### config.mk
export PLATFORM = sky130hd
export DESIGN_NAME = namuru_accum_status
export DESIGN_NICKNAME = d
export VERILOG_FILES = /design/src/rtl/namuru_accum_status.sv
export SDC_FILE = /design/constraint.sdc
export NUM_CORES = 1
export LEC_CHECK = 0
export ABC_AREA = 1
export ABC_CLOCK_PERIOD_IN_PS = 4200
export CAP_MARGIN = 20
export CELL_PAD_IN_SITES_DETAIL_PLACEMENT = 0
export CELL_PAD_IN_SITES_GLOBAL_PLACEMENT = 1
export CORE_UTILIZATION = 34
export DETAILED_ROUTE_END_ITERATION = 10
export PLACE_DENSITY = 0.9
export REMOVE_ABC_BUFFERS = 1
export SLEW_MARGIN = 20
export SYNTH_ARGS = -nofsm -noshare
export SYNTH_HDL_FRONTEND = slang
export SYNTH_SLANG_ARGS = --single-unit
### constraint.sdc
create_clock -name clk -period 4.2 [get_ports clk]
set_clock_uncertainty 0.15 [all_clocks]
set_input_delay 0.84 -clock clk [delete_from_list [all_inputs] [get_ports clk]]
set_output_delay 0.84 -clock clk [all_outputs]
set_load 0.01 [all_outputs]
### src/rtl/namuru_accum_status.sv
// Accumulation status block for the Namuru correlator.
// It collects per-channel dump pulses into a pending mask. On each accumulation
// interrupt it publishes that mask as new_data and raises a maskable CPU irq.
// It also tracks the TIC sequence number, the TIC phase at interrupt time, and
// saturating missed-read and overrun statistics.
module namuru_accum_status #(
  parameter int NCH = 12,
  parameter int OVW = 8
) (
  input  logic           clk,
  input  logic           rstn,
  input  logic           accum_enable,
  input  logic           tic_enable,
  input  logic [23:0]    tic_count,
  input  logic [NCH-1:0] dump,
  input  logic           status_rd,
  input  logic           irq_mask,
  output logic           irq,
  output logic           accum_flag,
  output logic           tic_flag,
  output logic [NCH-1:0] new_data,
  output logic [23:0]    tic_phase,
  output logic [15:0]    tic_seq,
  output logic [OVW-1:0] missed_cnt,
  output logic [OVW-1:0] overrun_cnt
);

  logic [NCH-1:0] pend;
  logic           accum_flag_next;
  logic           missed_hit;
  logic           overrun_hit;

  // Flag set dominates a coincident status read; irq follows the next flag value.
  always_comb begin
    accum_flag_next = accum_enable | (accum_flag & ~status_rd);
    missed_hit      = accum_enable & accum_flag & ~status_rd;
    overrun_hit     = ~accum_enable & (|(pend & dump));
  end

  // Pending mask and snapshot. Dumps in the interrupt cycle belong to the closing period.
  always_ff @(posedge clk) begin
    if (!rstn) begin
      pend      <= '0;
      new_data  <= '0;
      tic_phase <= '0;
    end else if (accum_enable) begin
      pend      <= '0;
      new_data  <= pend | dump;
      tic_phase <= tic_count;
    end else begin
      pend <= pend | dump;
    end
  end

  // Status flags and the registered interrupt.
  always_ff @(posedge clk) begin
    if (!rstn) begin
      accum_flag <= 1'b0;
      tic_flag   <= 1'b0;
      irq        <= 1'b0;
    end else begin
      accum_flag <= accum_flag_next;
      tic_flag   <= tic_enable | (tic_flag & ~status_rd);
      irq        <= accum_flag_next & ~irq_mask;
    end
  end

  // TIC sequence number, wrapping at 16 bits.
  always_ff @(posedge clk) begin
    if (!rstn) begin
      tic_seq <= '0;
    end else if (tic_enable) begin
      tic_seq <= tic_seq + 16'd1;
    end
  end

  // Saturating statistics counters, cleared only by reset.
  always_ff @(posedge clk) begin
    if (!rstn) begin
      missed_cnt  <= '0;
      overrun_cnt <= '0;
    end else begin
      if (missed_hit && (missed_cnt != '1)) begin
        missed_cnt <= missed_cnt + OVW'(1);
      end
      if (overrun_hit && (overrun_cnt != '1)) begin
        overrun_cnt <= overrun_cnt + OVW'(1);
      end
    end
  end

endmodule
==> metrics.yaml <==
peakVddDrop_v: 0.000204
start_util_pct: 35.5
routed_wl_um: 8200
rsz0062_at_grt: "no"
top_layer: "met4"
dp.final_hpwl_um: 5910
path_depth: 9
drive_above_1_share_pct: 6.53
core_um2: 9370
endpoint: "overrun_cnt[0]"
timing.rr.start: "overrun_cnt[0]"
worstSetupPathType: "in -> reg"
p_leak_nw: 1.88
clock_sinks: 83
cts_inserted_buffers: 9
post-cts-setup-buffer-count: 0
fin_crit_sh_pct: 57.8
ff2ff_setup_slack_ns: 2.52
synth_compound_area_share_pct: 10.9
worstSkewPairLatency_ns: 0.35
power_mw: 1.62
cts_htree_levels: 3
drc_errors: 0
synth_cell_type_count: 28
end_kind: "flip-flop"
worst-path-buf-inv: 5
cp_top_family: "buffers and inverters"
cts_tree: "done"
boundaryPins: 113
slew_headroom_pct: 55.5
synth_adder_area_share_pct: 1.13
portBuffers: 112
area_growth_pct: 43.2
layout_min_cycle_time_ns: 2.43
drv_cap: 0
postLayoutCellArea_um2: 4770
drt_iter0_drc: 140
min_from: "tic_phase[15]"
dr_wl_met3_um: 461
netlist_area_um2: 3330
antenna_found_initial: 0
critPathLaunch: "accum_enable"
holdWs_ns: 0.313
synth_top_family_by_area: "simple AND/OR/NAND/NOR gates"
grt-ovfl-total: 0
path_cells: "clkdlybuf4s50_1 > buf_4 > inv_1 > nand2_2 > inv_2 > nand2_2 > inv_1 > nor2_1 > nor2_1"
cts.path.max_buffers: 2
post_drt_wl_per_cell_um: 11.8
ant_nets: 0
clockRootBuffer: "clkbuf_8"
finalSetupTns_ns: 0
ctsResizeCount: 0
grt_usage_pct: 17.0
r2r_cells: 10
placed_cell_area_um2: 4580
num_rows: 35
status: "finished, final reports clean"
ys.warnings.count: 0
setup_ws_ns: 1.77
start_kind: "input port"
vias_per_cell: 4.57
muxShareOfSynthArea_pct: 0
grt_pass1_wl_um: 13600
slew_viol_final: 0
dr.pass1.iters: 6
max_slew.worst_pin.slew_ns: 0.665
max_stage_delay_ns: 0.46
wl_met2_um: 3890
die_w_um: 101
grt_max_degree: 37
min-delay-path-class: "reg -> reg"
cp_slowest_cell: "clkdlybuf4s50_1"
place_ws_ns: 1.38
die_area_um2: 10200
globalplace.congestion: 0.753
drt-met1-wl_um: 3710
crit_path_max_fanout: 28
powerDensity_nw_per_um2: 340
yosysSeqAreaShare_pct: 49.9
vias: 3181
r2r-end: "overrun_cnt[0]"
ctsHoldBuffers: 0
synth-seq-cells: 83
crit_required_ns: 4.29
synthXorXnorAreaFrac_pct: 2.10
antenna_cells: 0
nets: 608
finalHoldViolCount: 0
worstPathArrival_ns: 2.52
postSynthCellCount: 451
setup_viol: 0
die_y_um: 101
first_global_vias: 3006
syn_avg_cell_area_um2: 7.38
path_clk_slew_ns: 0.08
max_freq_mhz: 412
synth-simple-area-share_pct: 30.6
## cell families after synthesis
group,Yosys count
xor gates and xnor gates,8
DFF,83
and+or+nand+nor,241
buffers and inverters,45
AOI/OAI and AO/OA,71
adders and majority gates,3
## routing by layer
| layer | global-route usage (%) | vias to the layer above |
|---|---|---|
| li1 | - | 1660 |
| met1 | 19.8 | 1419 |
| met2 | 29.4 | 89 |
| met3 | 5.83 | 13 |
| met4 | 5.24 | 0 |
| met5 | 0 | - |
## final cells by class
type	count	area (um2)
Tap cell	129	161
Clock inverter	6	66.3
Sequential cell	83	1660
Multi-Input combinational cell	323	1490
Clock buffer	9	124
Timing Repair Buffer	117	1160
Inverter	29	109
Fill cell	942	4600
## worst min-delay path, delay by kind of cell, from the launching register on
| family | cells | cell delay, ns |
|---|---|---|
| AOI/OAI and AO/OA | 1 | 0.05 |
| DFF | 1 | 0.31 |
| and+or+nand+nor | 1 | 0.06 |
## worst min path at each step
stage,end,depth (start not counted)
after floorplan,pend[0],2
after global placement,tic_phase[3],2
after detailed placement,tic_phase[5],2
after CTS,tic_phase[5],2
after global routing,tic_phase[18],2
final,tic_phase[15],2
## placed cells by master, fill, tap and decap left out, drive strengths merged
cell | Yosys | routed
a21oi | 48 | 48
buf | 9 | 5
bufinv | 0 | 1
clkbuf | 7 | 9
clkdlybuf4s50 | 0 | 112
clkinv | 1 | 2
clkinvlp | 0 | 3
dfxtp | 83 | 83
ha | 3 | 3
inv | 28 | 29
nand2 | 133 | 133
nand3 | 28 | 28
nand3b | 1 | 1
nand4 | 3 | 3
nor2 | 71 | 71
nor3 | 4 | 4
nor3b | 1 | 1
o21a | 1 | 1
o21ai | 22 | 22
xnor2 | 3 | 3
xor2 | 5 | 5
## synthesized netlist by cell type, drive strengths merged
cell type	instances	share of area (%)
clkinv	1	0.11
o21a	1	0.23
xor2	5	1.3
nor3	4	0.94
o21ai	22	3.3
inv	28	3.2
nand3	28	4.4
nand4	3	0.75
nor3b	1	0.23
nor2	71	8.7
ha	3	1.1
xnor2	3	0.79
clkbuf	7	0.79
a21oi	48	7.3
dfxtp	83	50
buf	9	1.4
nand3b	1	0.23
nand2	133	15
## flip-flops by register name, indices dropped and copies added (netlist names)
signal       cells
missed_cnt       8
accum_flag       1
tic_seq         16
pend            12
tic_flag         1
tic_phase       24
new_data        12
irq              1
overrun_cnt      8
## per-stage QoR
| stage | util [%] | std cells |
|---|---|---|
| final | 50.9 | 696 |
| after floorplan | - | 435 |
| after detailed placement | 48.8 | 681 |
| after global routing | 50.9 | 696 |
| after global placement | 48.8 | 681 |
| after CTS | 50.9 | 696 |
## where the power goes
group	total, mW	switching (mW)	internal, mW
sequential	0.848	0.0255	0.822
combinational	0.216	0.101	0.115
clock	0.559	0.287	0.272
total	1.62	0.413	1.21
(Power assumes the default switching activity.)
==> RTL edit 1: new RTL, config.mk and constraints unchanged <==
The output `irq` loses its register stage (`irq` becomes a continuous assignment).
--- a/src/rtl/namuru_accum_status.sv
+++ b/src/rtl/namuru_accum_status.sv
@@ -59,3 +59,2 @@
       tic_flag   <= 1'b0;
-      irq        <= 1'b0;
     end else begin
@@ -63,5 +62,6 @@
       tic_flag   <= tic_enable | (tic_flag & ~status_rd);
-      irq        <= accum_flag_next & ~irq_mask;
     end
   end
+
+  assign irq = accum_flag_next & ~irq_mask;
 
Function: changed (Yosys sat finds a counterexample within 4 cycles, from zero or initial values and one cycle with rstn low).
==> RTL edit 1 against the original RTL <==
Combinational power fell by 7%. Critical path depth fell by 4. Utilization rose by 0.17 points. Sequential cell count fell by 1. Setup slack got worse by 670 ps. Final cell count fell by 0.72%. Design area fell by 0.13%. Synthesized area fell by 0.45%. Routed wire length fell by 1.1%. Total power rose by 1.9%. Highest routed layer unchanged.
==> RTL edit 1: results (changes against the original RTL) <==
Cells and area
  – Clock network area share: 4.55% (was 3.99%)
  – Storage cell area: 0.00164 sq mm (was 0.00166 sq mm)
  – Fin nets: 603 (was 608)
  – Fraction of area in registers: 34.5% (was 34.9%)
  – Multi-input gate area: 0.00146 sq mm (was 0.00149 sq mm)
  – Buffers, non-clock: 116 (was 117)
  – Inverters: 35 (was 29)
  – Layout non-clock buf frac: 24.2% (was 24.3%)
  – FFs & Latches: 82 (was 83)
  – Comb_multi_in: 314 (was 323)
  – # fillers: 900 (was 942)
  – Non-filler cells, final: 691 (was 696)
  – Clkbuf count: 10 (was 9)

Placement
  – Place WS: 1080 ps (was 1380 ps)
  – Dpl hpwl: 5770 microns (was 5910 microns)
  – Routability cong.: 0.792 (was 0.753)
  – Cells after DPL: 676 (was 681)
  – Post-DP Area: 0.00454 sq mm (was 0.00458 sq mm)

Min path
  – Worst hold stages: 2 (unchanged)
  – Hold path start: tic_phase[18] (was tic_phase[15])
  – Worst Hold End: tic_phase[18] (was tic_phase[15])

Logic synthesis
  – XOR/XNOR Fraction of Synth Area: 2.38% (was 2.10%)
  – Seq/Total Area, Yosys: 49.5% (was 49.9%)
  – Adder-Cell Fraction of Synth Area: 1.13% (about the same)
  – Yosys top cell area share: 49.5% (was 49.9%)
  – Syn Std Cell Area: 0.00331 sq mm (was 0.00333 sq mm)
  – Synth top area cells: dfxtp_1 (50%), nand2_1 (14%), a21oi_1 (7.4%) (was dfxtp_1 (50%), nand2_1 (14%), nor2_1 (7.4%))
  – Synth unique cells: 26 (was 28)
  – Synthesized instance count: 450 (was 451)
  – Post-synth top cells: nand2_1 (125), dfxtp_1 (82), nor2_1 (57) (was nand2_1 (128), dfxtp_1 (83), nor2_1 (66))
  – Compound-Gate Fraction of Synth Area: 11.2% (was 10.9%)

Critical path
  – Worst path max stage delay: 550 ps (was 460 ps)
  – Critical Path Start: status_rd (was accum_enable)
  – RR Startpoint: pend[5] (was overrun_cnt[0])
  – Top Family by Delay on Critical Path: buffers and inverters (unchanged)
  – Reg2reg setup slack: 2530 ps (was 2520 ps)
  – CP arrival: 2110 ps (was 2520 ps)
  – Worst-path fanout max: 3 (was 28)
  – Reg2Reg Depth: 8 (was 10)

Power and ir drop
  – VDD IR max: 0.157 mV (was 0.204 mV)
  – Leakage: 1.87 nW (was 1.88 nW)

Route
  – DR iter-0 viols: 108 (was 140)
  – Wirelength per Cell: 11.7 microns (was 11.8 microns)
  – DRT Pass-1 Iters: 4 (was 6)
  – Vias per cell: 4.55 (was 4.57)

Clock tree
  – Clock buffer count from CTS: 9 (unchanged)

Global route
  – Total GRT Usage: 15.9% (was 17.0%)
  – Largest net degree at the start of global routing: 52 (was 37)
  – First-pass GRT wire length: 12700 microns (was 13600 microns)

Timing
  – Hold WS: 312 ps (was 313 ps)
  – Worst Max-Slew Pin Slew: 519 ps (was 665 ps)

Status
  – Status: completed (unchanged)
==> RTL edit 1: power breakdown <==
part / internal, mW / switching [mW] / total [mW]
Sequential: 0.810 / 0.0197 / 0.829
Combinational: 0.106 / 0.0942 / 0.200
Clock: 0.347 / 0.277 / 0.624
==> RTL edit 1: tightest hold or removal path: stages, from the launching register on <==
cell and delay (ps):
dfxtp_1 320, nand2_1 60, a21oi_1 50
==> RTL edit 1: worst max path at each step <==
stage	end	slack [ps]	cells past startpoint
detailed placement	irq	1080	5
finish	irq	1100	5
global route	irq	990	5
global placement	irq	1070	5
CTS	irq	1080	5
floorplan	irq	1760	2
==> RTL edit 1: layer usage <==
metal | track usage, % | vias up | wire length [microns]
met5 | 0 | - | 0
met2 | 27.2 | 70 | 3950
met3 | 5.06 | 6 | 416
li1 | - | 1652 | -
met1 | 19.0 | 1415 | 3660
met4 | 5.02 | 0 | 84
==> RTL edit 2: new RTL, same settings <==
Without the edit above. `OVW`: 8 -> 4.
--- a/src/rtl/namuru_accum_status.sv
+++ b/src/rtl/namuru_accum_status.sv
@@ -7,3 +7,3 @@
   parameter int NCH = 12,
-  parameter int OVW = 8
+  parameter int OVW = 4
 ) (
Ports: changed (resized missed_cnt and overrun_cnt); port bits go from 113 to 105. The function was not compared with the original's and may differ.
==> RTL edit 2 against the original RTL <==
Combinational power decreased by 11%. Utilization is 0.54 points higher. Design area decreased by 11%. Setup slack got worse by 390 ps. Total power decreased by 4.6%. Synthesized area down 14%. Routed wire length shrank 9.0%. Sequential cell count decreased by 8. Sequential share of layout area rose by 0.69 points. Critical path type unchanged.
==> RTL edit 2: results (changes against the original RTL) <==
Status
  – Status: completed (unchanged)

Placement
  – Dpl hpwl: 5250 microns (was 5910 microns)
  – Port bufs: 104 (was 112)
  – Routability cong.: 0.763 (was 0.753)

Route
  – Vias per cell: 4.66 (was 4.57)
  – DR iter-0 viols: 63 (was 140)
  – DRT Pass-1 Iters: 4 (was 6)
  – Routed wire length: 7460 microns (was 8200 microns)

Logic synthesis
  – Predominant post-synthesis flop cell: dfxtp_1 (unchanged)
  – Post-synth top cells: nand2_1 (99), dfxtp_1 (75), nor2_1 (48) (was nand2_1 (128), dfxtp_1 (83), nor2_1 (66))
  – YS warnings: 0 (unchanged)
  – Synth top area cells: dfxtp_1 (52%), nand2_1 (13%), a21oi_1 (7.1%) (was dfxtp_1 (50%), nand2_1 (14%), nor2_1 (7.4%))
  – Synth unique cells: 26 (was 28)
  – Async S/R FF share, synth: 0% (unchanged)
  – Seq/Total Area, Yosys: 52.3% (was 49.9%)

Critical path
  – Worst path max stage delay: 750 ps (was 460 ps)
  – CP arrival: 2870 ps (was 2520 ps)
  – Worst-path fanout max: 33 (was 28)
  – Slowest CP cell: clkinv_1 (was clkdlybuf4s50_1)

Global route
  – Total GRT Usage: 17.8% (was 17.0%)
  – Antenna violations before repair: 0 (unchanged)
  – Vias in the first global route: 2576 (was 3006)
  – Largest net degree at the start of global routing: 34 (was 37)
  – First-pass GRT wire length: 12000 microns (was 13600 microns)

Power and ir drop
  – Leakage: 1.69 nW (was 1.88 nW)
  – VDD IR max: 0.220 mV (was 0.204 mV)

Cells and area
  – Fin nets: 527 (was 608)
  – Final antenna diode count: 0 (unchanged)
  – Share of post-route cells with drive strength above 1: 5.75% (was 6.53%)
  – Biggest regs: tic_phase (24), tic_seq (16) (unchanged)

Clock tree
  – Root buffer cell: clkbuf_8 (unchanged)
  – Cts hold-fix bufs: 0 (unchanged)
  – Worst-path clk slew: 70 ps
  – Post-CTS sizing: 0 (unchanged)
  – Clock buffer count from CTS: 9 (unchanged)
  – Clk buf depth: 2 (unchanged)
  – Post-CTS Repair Setup Buffers: 0 (unchanged)
  – Clk_lat worst skew: 340 ps
  – H-Tree Depth: 3 (unchanged)

Timing
  – Worst Max-Slew Pin Slew: 958 ps (was 665 ps)

Min path
  – Hold/Removal Path Class: reg -> reg (unchanged)
RTL edit 2: cells by family (layout without fill, tap and decap cells):
logic type               after synthesis  count (layout)  share of synthesized area, %
AO/OA/AOI/OAI                         67              67                          12.2
flip-flops                            75              75                          52.3
AND/OR/NAND/NOR                      188             188                          27.9
buffers and inverters                 44             153                          6.10
adder cells (fa/ha/maj)                3               3                          1.31
XOR/XNOR                               1               1                         0.305
RTL edit 2: through the flow:
step / cells / cell area (sq um) / util (%) / worst slack (ps) / power, mW
after global placement: 575 / 4000 / 48.7 / 1060 / 0.971
after global routing: 592 / 4220 / 51.4 / 1160 / 1.62
after CTS: 591 / 4210 / 51.2 / 1350 / 1.56
after floorplan: 363 / 2810 / - / 1910 / 0.849
after detailed placement: 575 / 4000 / 48.7 / 1010 / 0.975
final: 592 / 4220 / 51.4 / 1390 / 1.55
RTL edit 2: path summary, 6_finish.rpt:
kind	slack [ps]	cells after the start	from	to
max	1390	4	accum_enable	pend[4]
min	310	2	tic_phase[11]	tic_phase[11]
max reg2reg	2670	8	tic_seq[0]	tic_seq[14]
min reg2reg	310	2	tic_phase[11]	tic_phase[11]
RTL edit 2: layout make-up:
type	count	area, sq um
flip-flops and latches	75	1500
inverters	29	109
multi-input cells	259	1200
fillers	781	3990
clock buffers	10	128
repair buffers	108	1080
well taps	105	131
clock inverters	6	80.1
RTL edit 2: layer usage:
metal	global-route usage [%]	wire length, microns
met2	29.1	3630
met3	5.10	426
met1	21.7	3300
met5	0	0
met4	7.44	99
RTL edit 2: critical path: cells and delay by family:
family,cells,cell delay (ps)
AND/OR/NAND/NOR,2,800
buffers and inverters,2,1230
RTL edit 2: power by group:
| part | leakage [nW] | switching, mW | total [mW] | internal, mW |
|---|---|---|---|---|
| combinational | 0.966 | 0.0882 | 0.193 | 0.105 |
| sequential | 0.615 | 0.0215 | 0.765 | 0.744 |
| clock | 0.110 | 0.260 | 0.591 | 0.331 |
